<file path="src/rtl/ekf_stage_sched_if.sv">
// ekf_stage_sched_if: handshake bundle between the EKF stage scheduler and its command source, the RSA core and the nonlinear unit
// master: scheduler side, drives cmd_rdy, landmark_num, l_k, stage_val, nonlinear_s_val/rdy, nl_start, nl_stage, busy, cmd_err
// slave:  environment side, drives cmd_val, cmd_stage, cmd_lk, stage_rdy, nonlinear_m_val/rdy, nl_done
interface ekf_stage_sched_if #(parameter int ROW_LEN = 10);
  logic               cmd_val;
  logic               cmd_rdy;
  logic [2:0]         cmd_stage;
  logic [ROW_LEN-1:0] cmd_lk;
  logic [ROW_LEN-1:0] landmark_num;
  logic [ROW_LEN-1:0] l_k;
  logic [2:0]         stage_val;
  logic [2:0]         stage_rdy;
  logic [2:0]         nonlinear_m_val;
  logic [2:0]         nonlinear_m_rdy;
  logic [2:0]         nonlinear_s_val;
  logic [2:0]         nonlinear_s_rdy;
  logic               nl_start;
  logic [2:0]         nl_stage;
  logic               nl_done;
  logic               busy;
  logic               cmd_err;
  modport master (
    input  cmd_val, cmd_stage, cmd_lk, stage_rdy, nonlinear_m_val, nonlinear_m_rdy, nl_done,
    output cmd_rdy, landmark_num, l_k, stage_val, nonlinear_s_val, nonlinear_s_rdy, nl_start, nl_stage, busy, cmd_err
  );
  modport slave (
    output cmd_val, cmd_stage, cmd_lk, stage_rdy, nonlinear_m_val, nonlinear_m_rdy, nl_done,
    input  cmd_rdy, landmark_num, l_k, stage_val, nonlinear_s_val, nonlinear_s_rdy, nl_start, nl_stage, busy, cmd_err
  );
endinterface

</file>
<file path="src/rtl/ekf_stage_sched.sv">
// ekf_stage_sched: sequences one EKF stage (PRD/NEW/UPD) at a time through the RSA and brokers its nonlinear round trip
// Ports: clk, sys_rst_n (async, active low), bus (ekf_stage_sched_if.master: command, RSA stage/nonlinear handshakes,
//   nonlinear unit start/done, landmark_num/l_k registers, busy, cmd_err).
// Optional: STAGE_WDT_EN adds a WDT_W-bit per-state watchdog that aborts a stalled stage back to IDLE with cmd_err.
module ekf_stage_sched #(
  parameter int ROW_LEN = 10,
  parameter int MAX_LM  = 500
`ifdef STAGE_WDT_EN
  , parameter int WDT_W = 16
`endif
) (
  input logic clk,
  input logic sys_rst_n,
  ekf_stage_sched_if.master bus
);
  typedef enum logic [2:0] {IDLE, ISSUE, WAIT_NLM, NL_RUN, NL_RET, WAIT_DONE} state_t;
  localparam logic [2:0] PRD = 3'b001, NEW = 3'b010, UPD = 3'b100;
  state_t state_q, state_d;
  logic [2:0] cur_q, cur_d;
  logic [ROW_LEN-1:0] landmark_num_q, landmark_num_d, l_k_q, l_k_d;
  logic nl_start_q, nl_start_d, cmd_err_q, cmd_err_d;
  logic legal, wdt_hit;
  // NEW at a full landmark table is rejected, so landmark_num can never wrap
  assign legal = bus.cmd_stage == PRD || bus.cmd_stage == UPD ||
                 (bus.cmd_stage == NEW && landmark_num_q != ROW_LEN'(MAX_LM));
  always_comb begin
    state_d = state_q;
    cur_d = cur_q;
    landmark_num_d = landmark_num_q;
    l_k_d = l_k_q;
    nl_start_d = 1'b0;
    cmd_err_d = 1'b0;
    case (state_q)
      IDLE:
        if (bus.cmd_val) begin
          if (legal) begin
            cur_d = bus.cmd_stage;
            l_k_d = bus.cmd_stage == UPD ? bus.cmd_lk : bus.cmd_stage == NEW ? landmark_num_q : l_k_q;
            state_d = ISSUE;
          end else cmd_err_d = 1'b1;
        end
      ISSUE:     if (|(bus.stage_rdy & cur_q)) state_d = WAIT_NLM;
      WAIT_NLM:
        if (|(bus.nonlinear_m_val & cur_q)) begin
          state_d = NL_RUN;
          nl_start_d = 1'b1;
        end
      NL_RUN:    if (bus.nl_done) state_d = NL_RET;
      NL_RET:    if (|(bus.nonlinear_m_rdy & cur_q)) state_d = WAIT_DONE;
      WAIT_DONE:
        if (|(bus.stage_rdy & cur_q)) begin
          state_d = IDLE;
          landmark_num_d = cur_q == NEW ? landmark_num_q + 1'b1 : landmark_num_q;
        end
      default:   state_d = IDLE;
    endcase
    if (wdt_hit) begin
      state_d = IDLE;
      landmark_num_d = landmark_num_q;
      nl_start_d = 1'b0;
      cmd_err_d = 1'b1;
    end
  end
  always_ff @(posedge clk or negedge sys_rst_n)
    if (!sys_rst_n) begin
      state_q <= IDLE;
      cur_q <= 3'b000;
      landmark_num_q <= '0;
      l_k_q <= '0;
      nl_start_q <= 1'b0;
      cmd_err_q <= 1'b0;
    end else begin
      state_q <= state_d;
      cur_q <= cur_d;
      landmark_num_q <= landmark_num_d;
      l_k_q <= l_k_d;
      nl_start_q <= nl_start_d;
      cmd_err_q <= cmd_err_d;
    end
`ifdef STAGE_WDT_EN
  logic [WDT_W-1:0] wdt_q, wdt_d;
  assign wdt_hit = &wdt_q;
  // counts cycles spent in the current non-IDLE state
  assign wdt_d = (state_d != state_q || state_q == IDLE) ? '0 : wdt_q + 1'b1;
  always_ff @(posedge clk or negedge sys_rst_n)
    if (!sys_rst_n) wdt_q <= '0;
    else wdt_q <= wdt_d;
`else
  assign wdt_hit = 1'b0;
`endif
  assign bus.cmd_rdy = state_q == IDLE;
  assign bus.busy = state_q != IDLE;
  assign bus.stage_val = state_q == ISSUE && !wdt_hit ? cur_q : 3'b000;
  assign bus.nonlinear_s_rdy = state_q == WAIT_NLM && !wdt_hit ? cur_q : 3'b000;
  assign bus.nl_stage = state_q == NL_RUN && !wdt_hit ? cur_q : 3'b000;
  assign bus.nonlinear_s_val = state_q == NL_RET && !wdt_hit ? cur_q : 3'b000;
  assign bus.nl_start = nl_start_q;
  assign bus.cmd_err = cmd_err_q;
  assign bus.landmark_num = landmark_num_q;
  assign bus.l_k = l_k_q;
endmodule
</file>
<file path="src/flat_wrapper.sv">
// flat-port wrapper written by rule: the top's interface ports become plain ports
module ekf_stage_sched_flat 
#(
  parameter int ROW_LEN = 10,
  parameter int MAX_LM  = 500

)
  (clk, sys_rst_n, bus_cmd_val, bus_cmd_stage, bus_cmd_lk, bus_stage_rdy, bus_nonlinear_m_val, bus_nonlinear_m_rdy, bus_nl_done, bus_cmd_rdy, bus_landmark_num, bus_l_k, bus_stage_val, bus_nonlinear_s_val, bus_nonlinear_s_rdy, bus_nl_start, bus_nl_stage, bus_busy, bus_cmd_err);
  ekf_stage_sched_if #(.ROW_LEN(ROW_LEN)) bus_i ();
  input logic clk;
  input logic sys_rst_n;
  input wire logic [$bits(bus_i.cmd_val)-1:0] bus_cmd_val;
  input wire logic [$bits(bus_i.cmd_stage)-1:0] bus_cmd_stage;
  input wire logic [$bits(bus_i.cmd_lk)-1:0] bus_cmd_lk;
  input wire logic [$bits(bus_i.stage_rdy)-1:0] bus_stage_rdy;
  input wire logic [$bits(bus_i.nonlinear_m_val)-1:0] bus_nonlinear_m_val;
  input wire logic [$bits(bus_i.nonlinear_m_rdy)-1:0] bus_nonlinear_m_rdy;
  input wire logic [$bits(bus_i.nl_done)-1:0] bus_nl_done;
  output wire logic [$bits(bus_i.cmd_rdy)-1:0] bus_cmd_rdy;
  output wire logic [$bits(bus_i.landmark_num)-1:0] bus_landmark_num;
  output wire logic [$bits(bus_i.l_k)-1:0] bus_l_k;
  output wire logic [$bits(bus_i.stage_val)-1:0] bus_stage_val;
  output wire logic [$bits(bus_i.nonlinear_s_val)-1:0] bus_nonlinear_s_val;
  output wire logic [$bits(bus_i.nonlinear_s_rdy)-1:0] bus_nonlinear_s_rdy;
  output wire logic [$bits(bus_i.nl_start)-1:0] bus_nl_start;
  output wire logic [$bits(bus_i.nl_stage)-1:0] bus_nl_stage;
  output wire logic [$bits(bus_i.busy)-1:0] bus_busy;
  output wire logic [$bits(bus_i.cmd_err)-1:0] bus_cmd_err;
  assign bus_i.cmd_val = bus_cmd_val;
  assign bus_i.cmd_stage = bus_cmd_stage;
  assign bus_i.cmd_lk = bus_cmd_lk;
  assign bus_i.stage_rdy = bus_stage_rdy;
  assign bus_i.nonlinear_m_val = bus_nonlinear_m_val;
  assign bus_i.nonlinear_m_rdy = bus_nonlinear_m_rdy;
  assign bus_i.nl_done = bus_nl_done;
  assign bus_cmd_rdy = bus_i.cmd_rdy;
  assign bus_landmark_num = bus_i.landmark_num;
  assign bus_l_k = bus_i.l_k;
  assign bus_stage_val = bus_i.stage_val;
  assign bus_nonlinear_s_val = bus_i.nonlinear_s_val;
  assign bus_nonlinear_s_rdy = bus_i.nonlinear_s_rdy;
  assign bus_nl_start = bus_i.nl_start;
  assign bus_nl_stage = bus_i.nl_stage;
  assign bus_busy = bus_i.busy;
  assign bus_cmd_err = bus_i.cmd_err;
  ekf_stage_sched #(.ROW_LEN(ROW_LEN), .MAX_LM(MAX_LM)) u_core (.clk(clk), .sys_rst_n(sys_rst_n), .bus(bus_i));
endmodule
</file>
<file path="config.mk">
export PLATFORM = sky130hd
export DESIGN_NAME = ekf_stage_sched_flat
export DESIGN_NICKNAME = d
export VERILOG_FILES = /design/src/rtl/ekf_stage_sched_if.sv /design/src/rtl/ekf_stage_sched.sv /design/src/flat_wrapper.sv
export SDC_FILE = /design/constraint.sdc
export NUM_CORES = 1
export LEC_CHECK = 0
export CAP_MARGIN = 0
export CELL_PAD_IN_SITES_DETAIL_PLACEMENT = 2
export CELL_PAD_IN_SITES_GLOBAL_PLACEMENT = 2
export CORE_UTILIZATION = 25
export CTS_BUF_LIST = sky130_fd_sc_hd__clkbuf_8
export DETAILED_ROUTE_END_ITERATION = 6
export PLACE_DENSITY = 0.75
export SLEW_MARGIN = 10
export SYNTH_ARGS = -nofsm -noshare
export SYNTH_HDL_FRONTEND = slang
export SYNTH_SLANG_ARGS = --single-unit
</file>
<file path="constraint.sdc">
create_clock -name clk -period 4.6 [get_ports clk]
set_input_delay 0.46 -clock clk [delete_from_list [all_inputs] [get_ports clk]]
set_output_delay 0.46 -clock clk [all_outputs]
set_load 0.05 [all_outputs]
</file>
==> reports/results.txt <==
Drt first pass iters: 4
Post-CTS resize count: 0
Fmax: 0.355 GHz
Routed wire length: 4.98 mm
Status: finished clean
Post-CTS setup buffer count: 0
Clock Latency Late Sink: 290 ps
Largest net degree at the start of global routing: 29
Post-synth EDFFs: 0
Critical Path Fanout Max: 8
Total core area: 6390 um2
Final Critical Period: 2820 ps
Cell area power density: 544 nW/um2
CP Launch Type: flip-flop
Synth cell count leaders: dfrtp_1 (28), nand2_1 (14), mux2_2 (10), nor2_1 (10)
Nets: 244
Post-synth top area cell: dfrtp_1
Pleak: 0.00105 uW
Vias in the first global route: 1596
Final Util: 37.9%
VDD IR max: 0.283 mV
DR DRC count: 0
Worst Path Required: 4140 ps
Bufs on Longest Clock Path: 2
WS Path Type: reg -> out
PortBufs: 61
Starting Density: 26.1%
Max Cap Viol: 0
Synthesis-to-layout area growth: 45.0%
Synth Cell Area: 1670 um2
Sequential area share after synthesis: 42.0%
Fin crit share: 61.2%
Slew Viols, Final: 0
RSZ-0062 raised after global routing: false
Final Setup Violations: 0
Setup TNS Final: 0 ps
Die extent in x: 83.7 um
Die Y: 83.7 um
Slew margin rel.: 45.5%
Ant. Diodes: 0
Routed WL per cell: 17.1 um
CTS sink cnt: 28
Largest cells by area after synthesis: dfrtp_1 (42%), mux2_4 (8.1%), mux2_2 (6.8%)
Syn_area_per_cell: 10.7 um2
GRT Util Overall: 15.0%
Number of I/O pins: 62
CP Capture Type: output pin
Fill cells: 699
Top-count cell post-synth: dfrtp_1
Least-Margin Pin Slew: 818 ps
Routed via count: 1444
Overflow after GRT: 0
Hold buffer count at cts: 0
Async set-reset flop share out of synthesis: 100%
Crit path DAT: 2360 ps
Routed Antenna Nets: 0
H-tree level count: 1
Hpwl dp: 3.77 mm
Top cell type's share of synthesized area: 42.0%
Mapped Nets: 184
Core Rows: 29
Clock root cell: clkbuf_8
Yosys Warn Count: 0
Number of synthesized register bits: 28
First-pass GRT wire length: 8.46 mm
Initial antenna violation count: 0
Routability cong.: 0.757
Hold Vio Cnt, Final: 0
Cell variety after synth: 41
Mapped Cells: 156
Synth Flop Type: dfrtp_1
Ratio of cells with drive above 1 in the final layout: 15.8%
Total CTS buffers: 3
Die ar.: 7000 um2
Tightest Hold Check Type: reg -> reg
Drt via density: 4.95
TritonCTS clock tree: yes
Clk_skew: 10.7 ps
Worst-path clk slew: 110 ps
DR iter-0 viols: 42
## layer usage
metal | wire (um) | global-route usage, % | vias up
li1 | - | - | 674
met1 | 2300 | 21.0 | 732
met2 | 2450 | 24.4 | 34
met3 | 197 | 2.67 | 4
met4 | 35 | 2.93 | 0
met5 | 0 | 0 | -
## worst paths after layout
| check | cells after the start | end | slack [ps] | from |
|---|---|---|---|---|
| worst max-delay path | 4 | bus_nonlinear_s_rdy[2] | 1780 | u_core.state_q[1]$_DFFE_PN0P_ |
| worst min-delay path | 1 | u_core.bus.l_k[2]$_DFFE_PN0P_ | 510 | u_core.bus.l_k[2]$_DFFE_PN0P_ |
| worst max register to register | 6 | u_core.bus.l_k[2]$_DFFE_PN0P_ | 2300 | u_core.bus.landmark_num[0]$_DFFE_PN0P_ |
| worst min register to register | 1 | u_core.bus.l_k[2]$_DFFE_PN0P_ | 510 | u_core.bus.l_k[2]$_DFFE_PN0P_ |
| max in group asynchronous | 2 | u_core.bus.landmark_num[7]$_DFFE_PN0P_ | 3750 | sys_rst_n |
| min in group asynchronous | 2 | u_core.state_q[0]$_DFFE_PN0P_ | 560 | sys_rst_n |
## area by class of cell
class                   count  area (um2)  area share, %
repair buffers             62         618           25.6
clock inverters             1        30.0           1.24
well taps                  77        96.3           3.98
clock buffers               3        41.3           1.71
flip-flops and latches     28         701           29.0
multi-input cells         112         898           37.1
inverters                   9        33.8           1.40
## logic make-up (layout without fill, tap and decap cells)
group	after synthesis	in the layout	synth area share [%]
AOI/OAI and AO/OA	22	22	11.1
xor gates and xnor gates	10	10	5.25
adders and majority gates	2	2	1.50
buffers and inverters	16	75	4.13
DFF	28	28	42.0
muxes	20	20	15.5
and+or+nand+nor	58	58	20.5
## flip-flops by register name, indices dropped and copies added (netlist names)
register and flops:
u_core.state_q 3, u_core.cur_q 3, u_core.bus.nl_start 1, u_core.bus.l_k 10, u_core.bus.landmark_num 10, u_core.bus.cmd_err 1
## metrics by stage
step | total power [uW] | area (um2) | instances | hold slack [ps] | setup WS [ps]
detailed placement | 1130 | 2350 | 288 | 495 | 2060
global route | 1390 | 2420 | 292 | 548 | 1690
global placement | 1110 | 2350 | 288 | 482 | 2110
CTS | 1330 | 2420 | 292 | 518 | 1750
floorplan | 875 | 1670 | 156 | 164 | 2320
finish | 1320 | 2420 | 292 | 509 | 1780
## where the power goes
part           total (uW)  internal (uW)  switching (uW)
sequential            413            308             105
combinational         701            276             426
clock                 201            117            84.4
total                1320            700             616
## placed cells by master, fill, tap and decap left out, types with 2 or more instances in the layout
master,n
o21ai_0,2
a22oi_1,2
clkbuf_8,3
xor2_1,4
inv_1,9
ha_1,2
mux2_2,10
xnor2_1,6
clkdlybuf4s50_1,61
a31oi_1,2
a31o_2,4
a21oi_1,2
dfrtp_1,28
and2_1,9
mux2_4,9
nand3_1,3
nor3_1,5
nand2_1,14
or3_1,2
nand4_1,3
and3_1,5
nor2_1,10
## worst max-delay path: stages, from the launching register on
cell and delay, ps:
dfrtp_1 520, inv_1 170, or3_1 440, nor2_1 120, clkdlybuf4s50_1 820
(Power assumes the default switching activity.)
